[src/rtl/ws2812_frame_tx_if.sv]
// rtl/ws2812_frame_tx_if.sv - received I2C byte stream feeding the LED frame transmitter
interface ws2812_frame_tx_if;
    logic [7:0] data;
    logic       data_valid;
    logic       start;
    logic       stop;

    modport master (
        output data,
        output data_valid,
        output start,
        output stop
    );

    modport slave (
        input data,
        input data_valid,
        input start,
        input stop
    );
endinterface

[src/rtl/ws2812_frame_tx.sv]
// rtl/ws2812_frame_tx.sv - double-buffered WS2812 one-wire frame transmitter fed by an I2C byte stream
module ws2812_frame_tx #(
    parameter int LED_CNT = 3,
    parameter int T0H_CYC = 4,
    parameter int T1H_CYC = 8,
    parameter int BIT_CYC = 13,
    parameter int RES_CYC = 500
) (
    input  logic                  clk,
    input  logic                  reset,
    ws2812_frame_tx_if.slave      bus,
    output logic                  led_o,
    output logic                  busy
);

    localparam int NBYTES  = LED_CNT * 3;
    localparam int WP_W    = $clog2(NBYTES + 1);
    localparam int IDX_W   = $clog2(NBYTES);
    localparam int CNT_MAX = (RES_CYC > BIT_CYC) ? RES_CYC : BIT_CYC;
    localparam int CNT_W   = $clog2(CNT_MAX + 1);

    typedef enum logic [2:0] {
        S_IDLE,
        S_LOAD,
        S_HIGH,
        S_LOW,
        S_LATCH
    } state_t;

    state_t             r_state;
    state_t             w_state_nxt;

    logic [7:0]         r_buf    [NBYTES];
    logic [7:0]         r_shadow [NBYTES];
    logic [WP_W-1:0]    r_wr_ptr;
    logic               r_written;
    logic               r_pending;

    logic [CNT_W-1:0]   r_cnt;
    logic [IDX_W-1:0]   r_byte_idx;
    logic [2:0]         r_bit_idx;

    logic [WP_W-1:0]    w_wr_idx;
    logic               w_wr_en;
    logic               w_written_now;
    logic               w_commit;
    logic [7:0]         w_cur_byte;
    logic               w_bit;
    logic [CNT_W-1:0]   w_high_cyc;
    logic               w_high_done;
    logic               w_bit_done;
    logic               w_latch_done;
    logic               w_last_bit;

    // A start in the same cycle as a byte restarts the transaction, so the byte lands at index 0.
    assign w_wr_idx      = bus.start ? '0 : r_wr_ptr;
    assign w_wr_en       = bus.data_valid && (w_wr_idx < WP_W'(NBYTES));
    assign w_written_now = (bus.start ? 1'b0 : r_written) | w_wr_en;
    assign w_commit      = bus.stop & w_written_now;

    // Write buffer, saturating write pointer and per-transaction written flag.
    always_ff @(posedge clk or posedge reset) begin
        if (reset) begin
            for (int i = 0; i < NBYTES; i++) begin
                r_buf[i] <= 8'h00;
            end
            r_wr_ptr  <= '0;
            r_written <= 1'b0;
        end else begin
            if (w_wr_en) begin
                for (int i = 0; i < NBYTES; i++) begin
                    if (w_wr_idx == WP_W'(i)) begin
                        r_buf[i] <= bus.data;
                    end
                end
            end
            r_wr_ptr  <= w_wr_en ? (w_wr_idx + WP_W'(1)) : w_wr_idx;
            r_written <= bus.stop ? 1'b0 : w_written_now;
        end
    end

    // Pending frame request; a commit landing on the LOAD cycle wins so its byte is not lost.
    always_ff @(posedge clk or posedge reset) begin
        if (reset) begin
            r_pending <= 1'b0;
        end else if (w_commit) begin
            r_pending <= 1'b1;
        end else if (r_state == S_LOAD) begin
            r_pending <= 1'b0;
        end
    end

    // Select the byte currently being shifted out of the shadow buffer.
    always_comb begin
        w_cur_byte = 8'h00;
        for (int i = 0; i < NBYTES; i++) begin
            if (r_byte_idx == IDX_W'(i)) begin
                w_cur_byte = r_shadow[i];
            end
        end
    end

    assign w_bit        = w_cur_byte[r_bit_idx];
    assign w_high_cyc   = w_bit ? CNT_W'(T1H_CYC) : CNT_W'(T0H_CYC);
    assign w_high_done  = (r_cnt == (w_high_cyc - CNT_W'(1)));
    assign w_bit_done   = (r_cnt == CNT_W'(BIT_CYC - 1));
    assign w_latch_done = (r_cnt == CNT_W'(RES_CYC - 1));
    assign w_last_bit   = (r_byte_idx == IDX_W'(NBYTES - 1)) && (r_bit_idx == 3'd0);

    // TX state register.
    always_ff @(posedge clk or posedge reset) begin
        if (reset) begin
            r_state <= S_IDLE;
        end else begin
            r_state <= w_state_nxt;
        end
    end

    // TX next-state decode.
    always_comb begin
        w_state_nxt = r_state;
        case (r_state)
            S_IDLE:  if (r_pending) w_state_nxt = S_LOAD;
            S_LOAD:  w_state_nxt = S_HIGH;
            S_HIGH:  if (w_high_done) w_state_nxt = S_LOW;
            S_LOW:   if (w_bit_done) w_state_nxt = w_last_bit ? S_LATCH : S_HIGH;
            S_LATCH: if (w_latch_done) w_state_nxt = S_IDLE;
            default: w_state_nxt = S_IDLE;
        endcase
    end

    // TX outputs are decoded from the state alone so reset drops the line immediately.
    always_comb begin
        led_o = 1'b0;
        busy  = 1'b0;
        case (r_state)
            S_HIGH:  begin led_o = 1'b1; busy = 1'b1; end
            S_LOW:   busy = 1'b1;
            S_LATCH: busy = 1'b1;
            default: begin led_o = 1'b0; busy = 1'b0; end
        endcase
    end

    // Shadow load, bit-time counter and bit/byte position; the counter runs across HIGH and LOW.
    always_ff @(posedge clk or posedge reset) begin
        if (reset) begin
            for (int i = 0; i < NBYTES; i++) begin
                r_shadow[i] <= 8'h00;
            end
            r_cnt      <= '0;
            r_byte_idx <= '0;
            r_bit_idx  <= 3'd0;
        end else begin
            case (r_state)
                S_LOAD: begin
                    r_shadow   <= r_buf;
                    r_cnt      <= '0;
                    r_byte_idx <= '0;
                    r_bit_idx  <= 3'd7;
                end
                S_HIGH: begin
                    r_cnt <= r_cnt + CNT_W'(1);
                end
                S_LOW: begin
                    if (w_bit_done) begin
                        r_cnt <= '0;
                        if (r_bit_idx == 3'd0) begin
                            r_bit_idx <= 3'd7;
                            if (!w_last_bit) begin
                                r_byte_idx <= r_byte_idx + IDX_W'(1);
                            end
                        end else begin
                            r_bit_idx <= r_bit_idx - 3'd1;
                        end
                    end else begin
                        r_cnt <= r_cnt + CNT_W'(1);
                    end
                end
                S_LATCH: begin
                    r_cnt <= w_latch_done ? '0 : (r_cnt + CNT_W'(1));
                end
                default: begin
                    r_cnt <= '0;
                end
            endcase
        end
    end

endmodule

[src/flat_wrapper.sv]
// flat-port wrapper written by rule: the top's interface ports become plain ports
module ws2812_frame_tx_flat 
#(
    parameter int LED_CNT = 3,
    parameter int T0H_CYC = 4,
    parameter int T1H_CYC = 8,
    parameter int BIT_CYC = 13,
    parameter int RES_CYC = 500
)
  (clk, reset, led_o, busy, bus_data, bus_data_valid, bus_start, bus_stop);
  ws2812_frame_tx_if bus_i ();
  input  logic clk;
  input  logic reset;
  output logic led_o;
  output logic busy;
  input wire logic [$bits(bus_i.data)-1:0] bus_data;
  input wire logic [$bits(bus_i.data_valid)-1:0] bus_data_valid;
  input wire logic [$bits(bus_i.start)-1:0] bus_start;
  input wire logic [$bits(bus_i.stop)-1:0] bus_stop;
  assign bus_i.data = bus_data;
  assign bus_i.data_valid = bus_data_valid;
  assign bus_i.start = bus_start;
  assign bus_i.stop = bus_stop;
  ws2812_frame_tx #(.LED_CNT(LED_CNT), .T0H_CYC(T0H_CYC), .T1H_CYC(T1H_CYC), .BIT_CYC(BIT_CYC), .RES_CYC(RES_CYC)) u_core (.clk(clk), .reset(reset), .bus(bus_i), .led_o(led_o), .busy(busy));
endmodule
[config.mk]
export PLATFORM = sky130hd
export DESIGN_NAME = ws2812_frame_tx_flat
export DESIGN_NICKNAME = d
export VERILOG_FILES = /design/src/rtl/ws2812_frame_tx_if.sv /design/src/rtl/ws2812_frame_tx.sv /design/src/flat_wrapper.sv
export SDC_FILE = /design/constraint.sdc
export NUM_CORES = 1
export LEC_CHECK = 0
export CAP_MARGIN = 20
export CORE_ASPECT_RATIO = 1.4
export CORE_MARGIN = 2
export CORE_UTILIZATION = 55
export DETAILED_ROUTE_END_ITERATION = 16
export GPL_ROUTABILITY_DRIVEN = 0
export PLACE_DENSITY = 0.75
export SLEW_MARGIN = 0
export SYNTH_ARGS = -nofsm -noshare
export SYNTH_HDL_FRONTEND = slang
export SYNTH_SLANG_ARGS = --single-unit
[constraint.sdc]
create_clock -name clk -period 5.66 [get_ports clk]
set_input_delay 0.566 -clock clk [delete_from_list [all_inputs] [get_ports clk]]
set_output_delay 0.566 -clock clk [all_outputs]
set_load 0.05 [all_outputs]
After elaboration in Yosys (flattened, before gate mapping)
Cells that the tools add are included.
W data, S select, Z words.

cells by class
  eq/ne operators = 29
  reduce and logical (&&, ||, !) cells = 21
  add/sub/neg operators = 5
  bitwise operators = 2
  magnitude comparators = 2
  muxes and demuxes = 36

operators with widths
  cell                   number
  $mux W8                9
  $eq A4 B3 Y1 const B   8
  $pmux W9 S3            1
  $mux W4                6
  $mux W3                7
  $reduce_and A2 Y1      10
  $mux W9                2
  $eq A4 B2 Y1 const B   4
  $pmux W3 S5            1
  $ne A2 B1 Y1 const B   5
  $add A9 B1 Y9 const B  1
  $eq A9 B4 Y1 const B   1
  $eq A9 B9 Y1           1
  $eq A9 B9 Y1 const B   1
  $sub A9 B1 Y9 const B  1
  $add A4 B1 Y4 const B  2
  $eq A4 B1 Y1 const B   2
  $eq A4 B4 Y1 const B   2
  $logic_not A4 Y1       2
  $pmux W4 S2            1
  $reduce_and A4 Y1      2
  $mux W1                7
  $eq A3 B2 Y1 const B   2
  $logic_not A3 Y1       2
  other kinds (13)       15

word-level totals
  output and inout port bits = 2
  logic and storage cells = 120
  flip-flop bits (word level) = 169

Logic depth before layout (Yosys ltp)
Gate-level depths: netlist (run 1).

  word-level depth = 17
  depth in mapped cells = 11
  gate-level depth less buffers = 9

Worst setup path before layout (run 1)
OpenSTA, ideal clock, no wires.

  kind = register to register
  start point = register u_core.r_byte_idx[0]
  end point = register u_core.r_state[0]
  path slack = 3,467 ps
  data arrival time = 2,068 ps
  path buffers = 1
  clock period less this slack = 2,193 ps
  setup time = 125 ps
  cell stages (with the launch flop) = 11
  cells stage by stage = dfrtp_1 -> inv_1 -> ha_1 -> buf_4 -> a211oi_1 -> o31a_1 -> or4_1 -> a32oi_1 -> a41oi_1 -> o31ai_1 -> nor2b_1

between the ends
  word-level cells in the longest chain between the ends = 17
  elaborated cells on any way between the ends = 25

ends and longest elaborated chain
  item                                  RTL line                RTL
  start: declaration                    ws2812_frame_tx.sv:40   logic [IDX_W-1:0] r_byte_idx;
  start signal: assignment              ws2812_frame_tx.sv:170  r_byte_idx <= r_byte_idx + IDX_W'(1);
  $logic_not A4 Y1                      ws2812_frame_tx.sv:97   if (r_byte_idx == IDX_W'(i)) begin
  $mux W8 (8 in a row)                  ws2812_frame_tx.sv:97
  $mux W8 *                             ws2812_frame_tx.sv:97
  $bmux W1 S3 *                         ws2812_frame_tx.sv:103  assign w_bit = w_cur_byte[r_bit_idx];
  $mux W1 (not written as such) *       ws2812_frame_tx.sv:103
  $mux W4 *                             ws2812_frame_tx.sv:104  assign w_high_cyc = w_bit ? CNT_W'(T1H_CYC) : CNT_W'(T0H_CYC);
  $sub A9 B1 Y9 *                       ws2812_frame_tx.sv:105  assign w_high_done = (r_cnt == (w_high_cyc - CNT_W'(1)));
  $eq A9 B9 Y1 *                        ws2812_frame_tx.sv:105
  $ne A2 B1 Y1 (no source line) *       n/a
  $reduce_and A4 Y1 (no source line) *  n/a
  end signal: assignment                ws2812_frame_tx.sv:115  r_state <= w_state_nxt;
  end: declaration                      ws2812_frame_tx.sv:30   state_t r_state;

Every way passes the cells marked *; elsewhere a longest branch is shown, timed or not. The select of a mux whose other input is x is not followed.
A chain may end at the register's enable or synchronous reset.

Final worst setup path (run 1)
Same ends and word-level chain as after synthesis.

==> results of run 1 <==
[worst reg2reg max path, cell delays in order (launching register included)]
cell	delay, ns
dfrtp_1	0.43
inv_1	0.11
ha_1	0.83
nand2b_1	0.29
nor3b_1	0.08
or4_1	0.52
a32oi_1	0.20
a41oi_1	0.08
o31ai_1	0.29
nor2b_1	0.07
[sequential cells by signal (all words and copies together), names as in the netlist]
| name | count |
|---|---|
| u_core.r_wr_ptr | 4 |
| u_core.r_cnt | 9 |
| u_core.r_state | 3 |
| u_core.r_written | 1 |
| u_core.r_shadow | 72 |
| u_core.r_byte_idx | 4 |
| u_core.r_pending | 1 |
| u_core.r_buf | 72 |
| u_core.r_bit_idx | 3 |
[area by class of cell]
cell class | count | area [sq um] | share of cell area, %
flip-flops and latches | 169 | 4230 | 50.1
multi-input cells | 400 | 3180 | 37.6
clock buffers | 20 | 447 | 5.29
well taps | 182 | 228 | 2.70
repair buffers | 17 | 163 | 1.93
clock inverters | 11 | 124 | 1.47
inverters | 20 | 80.1 | 0.948
[cells by family (layout without fill, tap and decap cells)]
group                      after synthesis  in the layout  share of synthesized area, %
muxes                                  137            137                          20.3
DFF                                    169            169                          55.6
AOI/OAI and AO/OA                       96             96                          8.42
buffers and inverters                   47             68                          2.70
and+or+nand+nor                        142            142                          9.48
xor gates and xnor gates                12             12                          1.38
adders and majority gates               13             13                          2.14
[stage by stage]
step / utilization [%] / power [W] / worst slack (ns) / cell area (sq um)
2_1_floorplan: - / 0.00174 / 0.519 / 7610
3_3_place_gp: 58.6 / 0.00184 / 2.65 / 7880
3_5_place_dp: 58.6 / 0.00186 / 2.52 / 7880
4_1_cts: 62.8 / 0.00298 / 2.68 / 8450
5_1_grt: 62.8 / 0.00310 / 2.43 / 8450
6_report: 62.8 / 0.00297 / 2.65 / 8450
[layer usage]
layer  part of all wire (%)  vias up  wire length [um]  global-route usage, %
met3                    3.7       39               610                   4.85
met5                      0        -                 0                      0
met2                     53      119              8720                   41.0
met1                     40     2567              6660                   29.2
li1                       -     2216                 -                      -
met4                    3.7        0               612                   11.2
[power by group through the flow]
stage,sequential (W),clock (W),combinational (W)
after floorplan,0.00140,0,0.000334
after global placement,0.00142,0,0.000414
after detailed placement,0.00143,0,0.000430
after CTS,0.00141,0.00113,0.000434
after global routing,0.00143,0.00119,0.000482
final,0.00142,0.00112,0.000434
[cell usage after synthesis (all sizes together) (12+ instances only)]
master / count
nand2b: 14
inv: 20
nand2: 41
ha: 13
dfrtp: 169
clkbuf: 12
o21ai: 23
buf: 15
mux2: 137
a21oi: 24
nor2: 34
nor2b: 12
[how the worst max path moves through the flow]
| stage | start | to | slack (ns) | cells after the start |
|---|---|---|---|---|
| detailed placement | bus_start | u_core.r_buf[4] | 2.52 | 7 |
| global route | u_core.r_byte_idx[0] | u_core.r_state[0] | 2.43 | 9 |
| finish | u_core.r_byte_idx[0] | u_core.r_state[0] | 2.65 | 9 |
| CTS | u_core.r_byte_idx[0] | u_core.r_state[0] | 2.68 | 9 |
| floorplan | reset | u_core.r_bit_idx[0] | 0.52 | 1 |
| global placement | bus_start | u_core.r_buf[4] | 2.65 | 7 |
==> reports/qor.txt, run 1 <==
Status = finished clean
Top cell type's share of synthesized area = 55.6%
Critical path required time = 5.96 ns
Crit start category = flip-flop
First-pass GRT wire length = 26,700 um
Fin. max-slew vios = 0
Sequential fraction of the synthesis area = 55.6%
Worst setup EP type = flip-flop
Die area = 14,800 sq um
Area Overhead vs Synth = 11.1%
Setup violators final = 0
Hold Path Origin = u_core.r_buf[39]
Leakage Power = 3.96 nW
Vias = 4,941
Comb power frac = 14.6%
Hold Path End = u_core.r_shadow[39]
IO buf count = 14
CP cell instances = inv_1, ha_1, nand2b_1, nor3b_1, or4_1, a32oi_1, a41oi_1, o31ai_1, nor2b_1
Clock sinks = 169
CTS tree = built
Primary FF master, synth = dfrtp_1
Placed insts = 788
Clock power share = 37.7%
Setup_tns = 0 ns
Arrival time worst endpoint = 3.31 ns
Cell-internal power = 0.00218 W
Yosys reg bits = 169
FF-to-FF setup slack = 2.65 ns
Initial antenna violation count = 0
Top cells by area, synth = dfrtp_1, mux2_2, ha_1
Largest delay share family, worst path = simple AND/OR/NAND/NOR gates
Post-CTS Setup Bufs = 0
Largest net degree at the start of global routing = 63
CP max-delay cell = ha_1
Clock latency on the worst-skew pair = 0.42 ns
Root Driver = clkbuf_16
Most common cell after layout, fill and taps aside = dfrtp_1
Number of buffers created by CTS = 17
Final hold slack = 0.485 ns
Grt ovf = 0
Mapped cell area = 7610 sq um
Clock skew = 0.00815 ns
Crit path buf inv count = 1
Final period util = 53.2%
Fillers = 1,031
Worst slew margin = 31.9%
Hold depth = 2
Hold crit path type = reg2reg
Critical path fanouts, max = 29
Max H-tree Level = 4
P_sw = 0.000790 W
DRC errors left = 0
Start of the worst register-to-register path = u_core.r_byte_idx[0]
Worst reg-to-reg path cell count = 9
Via/cell ratio = 6.03
Ant. Diodes = 0
Starting Density = 56.5%
Fraction of layout cells with a size suffix above 1 = 27.5%
CTS hold repair buffers = 0
Peak supply drop = 232 uV
Final hold viol count = 0
CTS resizes = 0
Slew @ Worst Pin = 1.02 ns
Final HPWL from detailed placement = 11,200 um
Total routed wirelength = 16,600 um
Switching Fraction = 26.6%
Fraction of registers with async set/reset = 100%
Clock slew at reported path FFs = 0.06 ns
Max frequency = 332 MHz
CP peak stage delay = 0.83 ns
Final ANT Viol Nets = 0
Count of cell types in the netlist = 51
Drt initial violations = 259
Max cap viols = 0
GRT Util Overall = 24.2%
Number of global-route vias before repair = 5,144
Die W = 103 um
PwrDens = 351 nW/um^2
DR pass1 iterations = 5
Avg Inst Size Synth = 12.3 sq um
Number of synthesized flops with an enable pin = 0
Number of non-filler instances in the completed layout = 819
Core footprint = 13,500 sq um
Most frequent cells in the layout = dfrtp_1, mux2_2, nand2_1
Sequential power share = 47.7%
CTS Buffer Depth = 2
Synth Warn # = 0
Die Y = 143 um
R2r endpoint = u_core.r_state[0]
Synth Instances = 616
Final min period = 3.01 ns
Core Rows = 50
Cell accounting for the most synthesized area = dfrtp_1
Wire length per cell = 20.3 um
WS Path Type = reg2reg
RSZ-0062 raised after global routing = false
IO Pins = 15
Final net count = 651
Synth Net Count = 642
No activity file was read; power rests on OpenSTA's default activity.
==> run 2: changes to the inputs <==
Settings changed: PLACE_DENSITY 0.75 to 0.78.
Clock period 5.66 ns to 2.46 ns, I/O delays scaled along.
==> run 2 against run 1 <==
Maximum frequency increased by 29%. Design area increased by 3.8%. Non-clock buffer count up 25. Clock power up 130%. Critical path depth did not move. Clock-buffer cell count increased by 1. First-iteration DRC count grew 42%. Critical path type unchanged. Critical endpoint unchanged. Largest power group unchanged. Highest routed layer unchanged.
==> reports/qor.txt, run 2 (same netlist as run 1, synthesis figures left out) <==
Critical path fanouts, max = 9 (-69%)
Die area = 14,800 sq um (unchanged)
Starting Density = 56.5% (unchanged)
Clock latency on the worst-skew pair = 0.42 ns (about the same)
Area Overhead vs Synth = 15.3%
Number of buffers created by CTS = 17 (unchanged)
Total routed wirelength = 17,000 um (+2.4%)
Most frequent cells in the layout = dfrtp_1, mux2_2, nand2_1
Max frequency = 428 MHz (+29%)
Max H-tree Level = 4 (unchanged)
Critical path required time = 2.76 ns (-3.20 ns)
GRT Util Overall = 24.5% (+0.34 points)
CP peak stage delay = 0.44 ns (-0.39 ns)
Most common cell after layout, fill and taps aside = dfrtp_1
Slew @ Worst Pin = 0.665 ns (-0.354 ns)
Setup violators final = 0 (unchanged)
CTS hold repair buffers = 0 (unchanged)
CP cell instances = inv_2, ha_4, and3b_2, a22o_1, nor3_1, o211ai_1, a221o_1, o31ai_1, nor2b_1
Final hold viol count = 0 (unchanged)
Fraction of layout cells with a size suffix above 1 = 32.4% (+5.0 points)
Routing usage on met1 = 30.0% (+0.72 points)
Ant. Diodes = 0 (unchanged)
Final min period = 2.34 ns (-0.674 ns)
Status = finished clean
WS Path Type = reg2reg
Largest net degree at the start of global routing = 127 (+100%)
Die Y = 143 um (unchanged)
Crit path from = u_core.r_byte_idx[0]
PwrDens = 797 nW/um^2 (+130%)
CTS Buffer Depth = 2 (unchanged)
Tot Pwr = 0.00700 W (+140%)
Busiest grt layer = met2
Vias = 5,067 (+2.6%)
Worst slew margin = 55.7% (+24 points)
Peak supply drop = 499 uV (+120%)
Core footprint = 13,500 sq um (unchanged)
Die W = 103 um (unchanged)
Hold crit path type = in2async
IO Pins = 15 (unchanged)
Final net count = 676 (+3.8%)
Drt initial violations = 369 (+42%)
Initial antenna violation count = 0 (unchanged)
Clock slew at reported path FFs = 0.06 ns (about the same)
Final ANT Viol Nets = 0 (unchanged)
Final HPWL from detailed placement = 11,400 um (+1.5%)
Final period util = 95.0% (+42 points)
Clock sinks = 169 (unchanged)
Fin. max-slew vios = 0 (unchanged)
Clock skew = 0.00880 ns (+0.000645 ns)
CP max-delay cell = dfrtp_2
IO buf count = 14 (unchanged)
Number of global-route vias before repair = 5,214 (+1.4%)
Grt met2 use = 41.5% (+0.48 points)
GR met3 Demand/Resource = 4.94% (+0.098 points)
Via/cell ratio = 6.00 (-0.61%)
CTS tree = built
Grt ovf = 0 (unchanged)
Max cap viols = 0 (unchanged)
Crit path buf inv count = 1 (unchanged)
Number of non-filler instances in the completed layout = 845 (+3.2%)
Leakage Power = 4.10 nW (+3.7%)
Worst setup EP type = flip-flop
Wire length per cell = 20.1 um (-0.78%)
Largest delay share family, worst path = compound AO/OA/AOI/OAI gates
DRC errors left = 0 (unchanged)
Largest regs = u_core.r_buf: 72 flops, u_core.r_shadow: 72 flops, u_core.r_cnt: 9 flops
Root Driver = clkbuf_16
Util after Layout = 65.2% (+2.4 points)
Fillers = 957 (-7.2%)
Post-DP Area = 8100 sq um (+2.7%)
Arrival time worst endpoint = 2.64 ns (-0.67 ns)
Design area = 8770 sq um (+3.8%)
Crit start category = flip-flop
Setup_tns = 0 ns (unchanged)
DR pass1 iterations = 5 (unchanged)
First-pass GRT wire length = 27,200 um (+1.8%)
Core Rows = 50 (unchanged)
Start of the worst register-to-register path = u_core.r_byte_idx[0]
Placed insts = 812 (+3.0%)
RSZ-0062 raised after global routing = false
run 2: cell count changes in the layout (fill, tap and decap cells not counted), moves of 3 or more:
cell / delta
ha_1: -4
clkbuf_8: +3
buf_4: +19
ha_4: +3
buf_12: +3
run 2: worst paths after layout:
| check | to | slack [ns] | cells past startpoint |
|---|---|---|---|
| worst min-delay path | u_core.r_wr_ptr[3] | 0.37 | 3 |
| worst min register to register | u_core.r_shadow[39] | 0.48 | 2 |
| worst max-delay path | u_core.r_state[0] | 0.12 | 9 |
| min in group clk | u_core.r_written | 0.39 | 2 |
| worst max register to register | u_core.r_state[0] | 0.12 | 9 |
| max in group asynchronous | u_core.r_byte_idx[0] | 1.54 | 3 |
run 2: cell type report:
class,instances,area [sq um],area share (%)
Clock buffer,21,480,5.48
Inverter,20,78.8,0.898
Tap cell,182,228,2.60
Multi-Input combinational cell,400,3240,36.9
Sequential cell,169,4230,48.2
Clock inverter,11,110,1.25
Timing Repair Buffer,42,407,4.63
run 2: routing by layer:
| metal | vias up | wire, um | part of all wire, % |
|---|---|---|---|
| met5 | - | 0 | 0 |
| met4 | 0 | 680 | 4.0 |
| met3 | 39 | 637 | 3.7 |
| met2 | 149 | 8840 | 52 |
| met1 | 2612 | 6840 | 40 |
| li1 | 2267 | - | - |
run 2: power breakdown:
part | internal [W] | leakage (nW) | total (W) | switching (W)
combinational | 0.000517 | 1.57 | 0.00110 | 0.000588
clock | 0.00152 | 0.288 | 0.00263 | 0.00111
sequential | 0.00306 | 2.25 | 0.00327 | 0.000207
run 2: what timing repair did:
action / 4_1_cts / 5_1_grt
buffers inserted: 0 / 1
resized for setup: 0 / 20
setup endpoints to repair: 0 / 1
endpoints found under the hold margin: 0 / 0
run 2: metrics by stage:
| step | hold slack, ns | worst slack, ns |
|---|---|---|
| 4_1_cts | 0.377 | 0.0364 |
| 2_1_floorplan | 0.312 | 0.0593 |
| 3_3_place_gp | 0.457 | 0.145 |
| 6_report | 0.370 | 0.124 |
| 3_5_place_dp | 0.467 | 0.0746 |
| 5_1_grt | 0.395 | 0.0168 |
run 2: tightest hold or removal path, cell delays in order:
cell	delay, ns
clkdlybuf4s50_1	0.44
clkinvlp_4	0.11
buf_4	0.44
==> run 3: changes to the inputs <==
--- a/config.mk
+++ b/config.mk
@@ -9,4 +9,4 @@
 export CORE_ASPECT_RATIO = 1.4
-export CORE_MARGIN = 2
 export CORE_UTILIZATION = 55
+export CTS_CLUSTER_DIAMETER = 60
 export DETAILED_ROUTE_END_ITERATION = 16
==> constraint.sdc (replaced) <==
create_clock -name clk -period 2.46 [get_ports clk]
set_input_delay 0.369 -clock clk [delete_from_list [all_inputs] [get_ports clk]]
set_output_delay 0.369 -clock clk [all_outputs]
set_load 0.05 [all_outputs]
==> run 3 against run 2 <==
Combinational power decreased by 4%. Flip-flop and latch count stayed put. Worst setup slack improved by 0.024 ns. Maximum frequency grew 1.0%. Via count down 1.8%. Die area decreased by 3.3%. Critical path depth stayed put. Wire length fell by 2.2%. Critical path type unchanged. Critical endpoint unchanged. Largest cell class unchanged. Highest routed layer unchanged.
==> reports/qor.txt, run 3 (same netlist as run 1, synthesis figures left out) <==
Worst setup EP type = flip-flop
RSZ-0062 raised after global routing = false
Post-route setup slack = 0.148 ns (+0.0240 ns)
Number of buffers created by CTS = 17 (unchanged)
Largest net degree at the start of global routing = 84 (-34%)
DRC errors left = 0 (unchanged)
CTS tree = built
GRT Util Overall = 25.7% (+1.1 points)
Design area = 8750 sq um (-0.23%)
Final HPWL from detailed placement = 11,400 um (+0.36%)
Root Driver = clkbuf_16
Leakage Power = 4.11 nW (about the same)
Area Overhead vs Synth = 15.1%
Vias = 4,977 (-1.8%)
Fin. max-slew vios = 0 (unchanged)
Crit path buf inv count = 1 (unchanged)
Post-CTS Setup Bufs = 0 (unchanged)
Final min period = 2.31 ns (-0.0240 ns)
Switching Fraction = 28.8% (+1.6 points)
R2r endpoint = u_core.r_state[0]
Starting Density = 56.5% (unchanged)
Routing usage on met1 = 32.6% (+2.6 points)
Final ANT Viol Nets = 0 (unchanged)
Post-DP Area = 8110 sq um (+0.15%)
FF-to-FF setup slack = 0.15 ns (+0.02 ns)
Core footprint = 13,500 sq um (unchanged)
Die Y = 141 um (-1.4%)
Worst slew margin = 56.8% (+1.1 points)
Start of the worst register-to-register path = u_core.r_byte_idx[0]
Die area = 14,300 sq um (-3.3%)
Wire length per cell = 19.6 um (-2.3%)
DR pass1 iterations = 5 (unchanged)
Clock slew at reported path FFs = 0.07 ns (about the same)
IO Pins = 15 (unchanged)
Busiest grt layer = met2
PwrDens = 804 nW/um^2 (+0.79%)
CP cell instances = inv_2, ha_4, nor2b_1, o31a_1, or4_1, a32oi_1, a41oi_1, o31ai_1, nor2b_1
Max H-tree Level = 4 (unchanged)
Critical path required time = 2.78 ns (+0.02 ns)
Critical path depth in cells = 9 (unchanged)
Max cap viols = 0 (unchanged)
Slew @ Worst Pin = 0.647 ns (-0.0171 ns)
Largest delay share family, worst path = compound AO/OA/AOI/OAI gates
Final net count = 677 (+0.15%)
Via/cell ratio = 5.88 (-1.9%)
Core Rows = 50 (unchanged)
Hold crit path type = in2async
Initial antenna violation count = 0 (unchanged)
Critical path fanouts, max = 10 (+1)
Total routed wirelength = 16,600 um (-2.2%)
Cell-internal power = 0.00501 W (-1.6%)
Most common cell after layout, fill and taps aside = dfrtp_1
WS Path Type = reg2reg
Max frequency = 433 MHz (+1.0%)
Number of global-route vias before repair = 5,282 (+1.3%)
First-pass GRT wire length = 27,500 um (+1.1%)
Largest regs = u_core.r_buf: 72 flops, u_core.r_shadow: 72 flops, u_core.r_cnt: 9 flops
Most frequent cell on the critical path = nor2b_1
Clock power share = 38.6% (+1.1 points)
Final hold viol count = 0 (unchanged)
GR met3 Demand/Resource = 4.66% (-0.28 points)
Status = finished clean
Clock skew = 0.00934 ns (+0.000544 ns)
CTS Buffer Depth = 2 (unchanged)
Tot Pwr = 0.00704 W (+0.56%)
CP max-delay cell = or4_1
Arrival time worst endpoint = 2.63 ns (about the same)
Setup violators final = 0 (unchanged)
Final period util = 94.0% (-0.97 points)
Util after Layout = 65.1% (-0.15 points)
Peak supply drop = 394 uV (-21%)
Clock latency on the worst-skew pair = 0.43 ns (about the same)
Grt ovf = 0 (unchanged)
Sequential power share = 46.3% (-0.4 points)
Worst reg-to-reg path cell count = 9 (unchanged)
Fraction of layout cells with a size suffix above 1 = 31.9% (-0.50 points)
Clock sinks = 169 (unchanged)
IO buf count = 14 (unchanged)
Fillers = 993 (+3.8%)
Grt met2 use = 41.9% (+0.36 points)
CP peak stage delay = 0.46 ns (+0.02 ns)
P_sw = 0.00202 W (+6.4%)
Ant. Diodes = 0 (unchanged)
Most frequent cells in the layout = dfrtp_1, mux2_2, nand2_1
Place WS = 0.0124 ns (-0.0623 ns)
Drt initial violations = 352 (-4.6%)
Die W = 101 um (-1.9%)
Comb power frac = 15.1% (-0.7 points)
Crit start category = flip-flop
run 3: worst min-delay path: stages:
cell	delay, ns
clkdlybuf4s50_1	0.44
clkinvlp_4	0.14
buf_12	0.31
run 3: power groups by stage:
stage / clock network [W] / logic [W] / registers (W)
2_1_floorplan: 0 / 0.000770 / 0.00323
3_3_place_gp: 0 / 0.000993 / 0.00327
3_5_place_dp: 0 / 0.00103 / 0.00330
4_1_cts: 0.00274 / 0.00104 / 0.00325
5_1_grt: 0.00287 / 0.00118 / 0.00329
6_report: 0.00271 / 0.00106 / 0.00326
run 3: metal layers:
metal	up-vias	wire length, um
met4	0	640
met2	122	8430
met3	43	606
met1	2532	6950
li1	2280	-
met5	-	0
run 3: cell type report:
type	count	area [sq um]	area share (%)
flip-flops and latches	169	4230	48.3
multi-input cells	400	3210	36.7
clock inverters	15	183	2.09
well taps	182	228	2.60
repair buffers	43	395	4.52
inverters	20	78.8	0.901
clock buffers	17	425	4.86
run 3: worst max path at each step:
| stage | startpoint | end | slack (ns) |
|---|---|---|---|
| final | u_core.r_byte_idx[0] | u_core.r_state[0] | 0.15 |
| after global routing | u_core.r_byte_idx[0] | u_core.r_state[0] | 0.01 |
| after CTS | u_core.r_byte_idx[0] | u_core.r_state[0] | 0.0005 |
| after detailed placement | u_core.r_byte_idx[0] | u_core.r_state[0] | 0.01 |
| after global placement | u_core.r_byte_idx[0] | u_core.r_state[0] | 0.05 |
| after floorplan | reset | u_core.r_bit_idx[0] | -0.06 |
run 3: timing repair:
| action | CTS | global route |
|---|---|---|
| endpoints found under the setup margin | 0 | 2 |
| gates resized for setup | 0 | 10 |
| hold buffers | 0 | 0 |
run 3: metrics by stage:
stage | std cells | setup TNS (ns) | hold WS (ns)
final | 846 | 0 | 0.425
after global routing | 846 | 0 | 0.479
after CTS | 846 | 0 | 0.446
after detailed placement | 814 | 0 | 0.466
after global placement | 814 | 0 | 0.457
after floorplan | 616 | -10.77 | 0.435
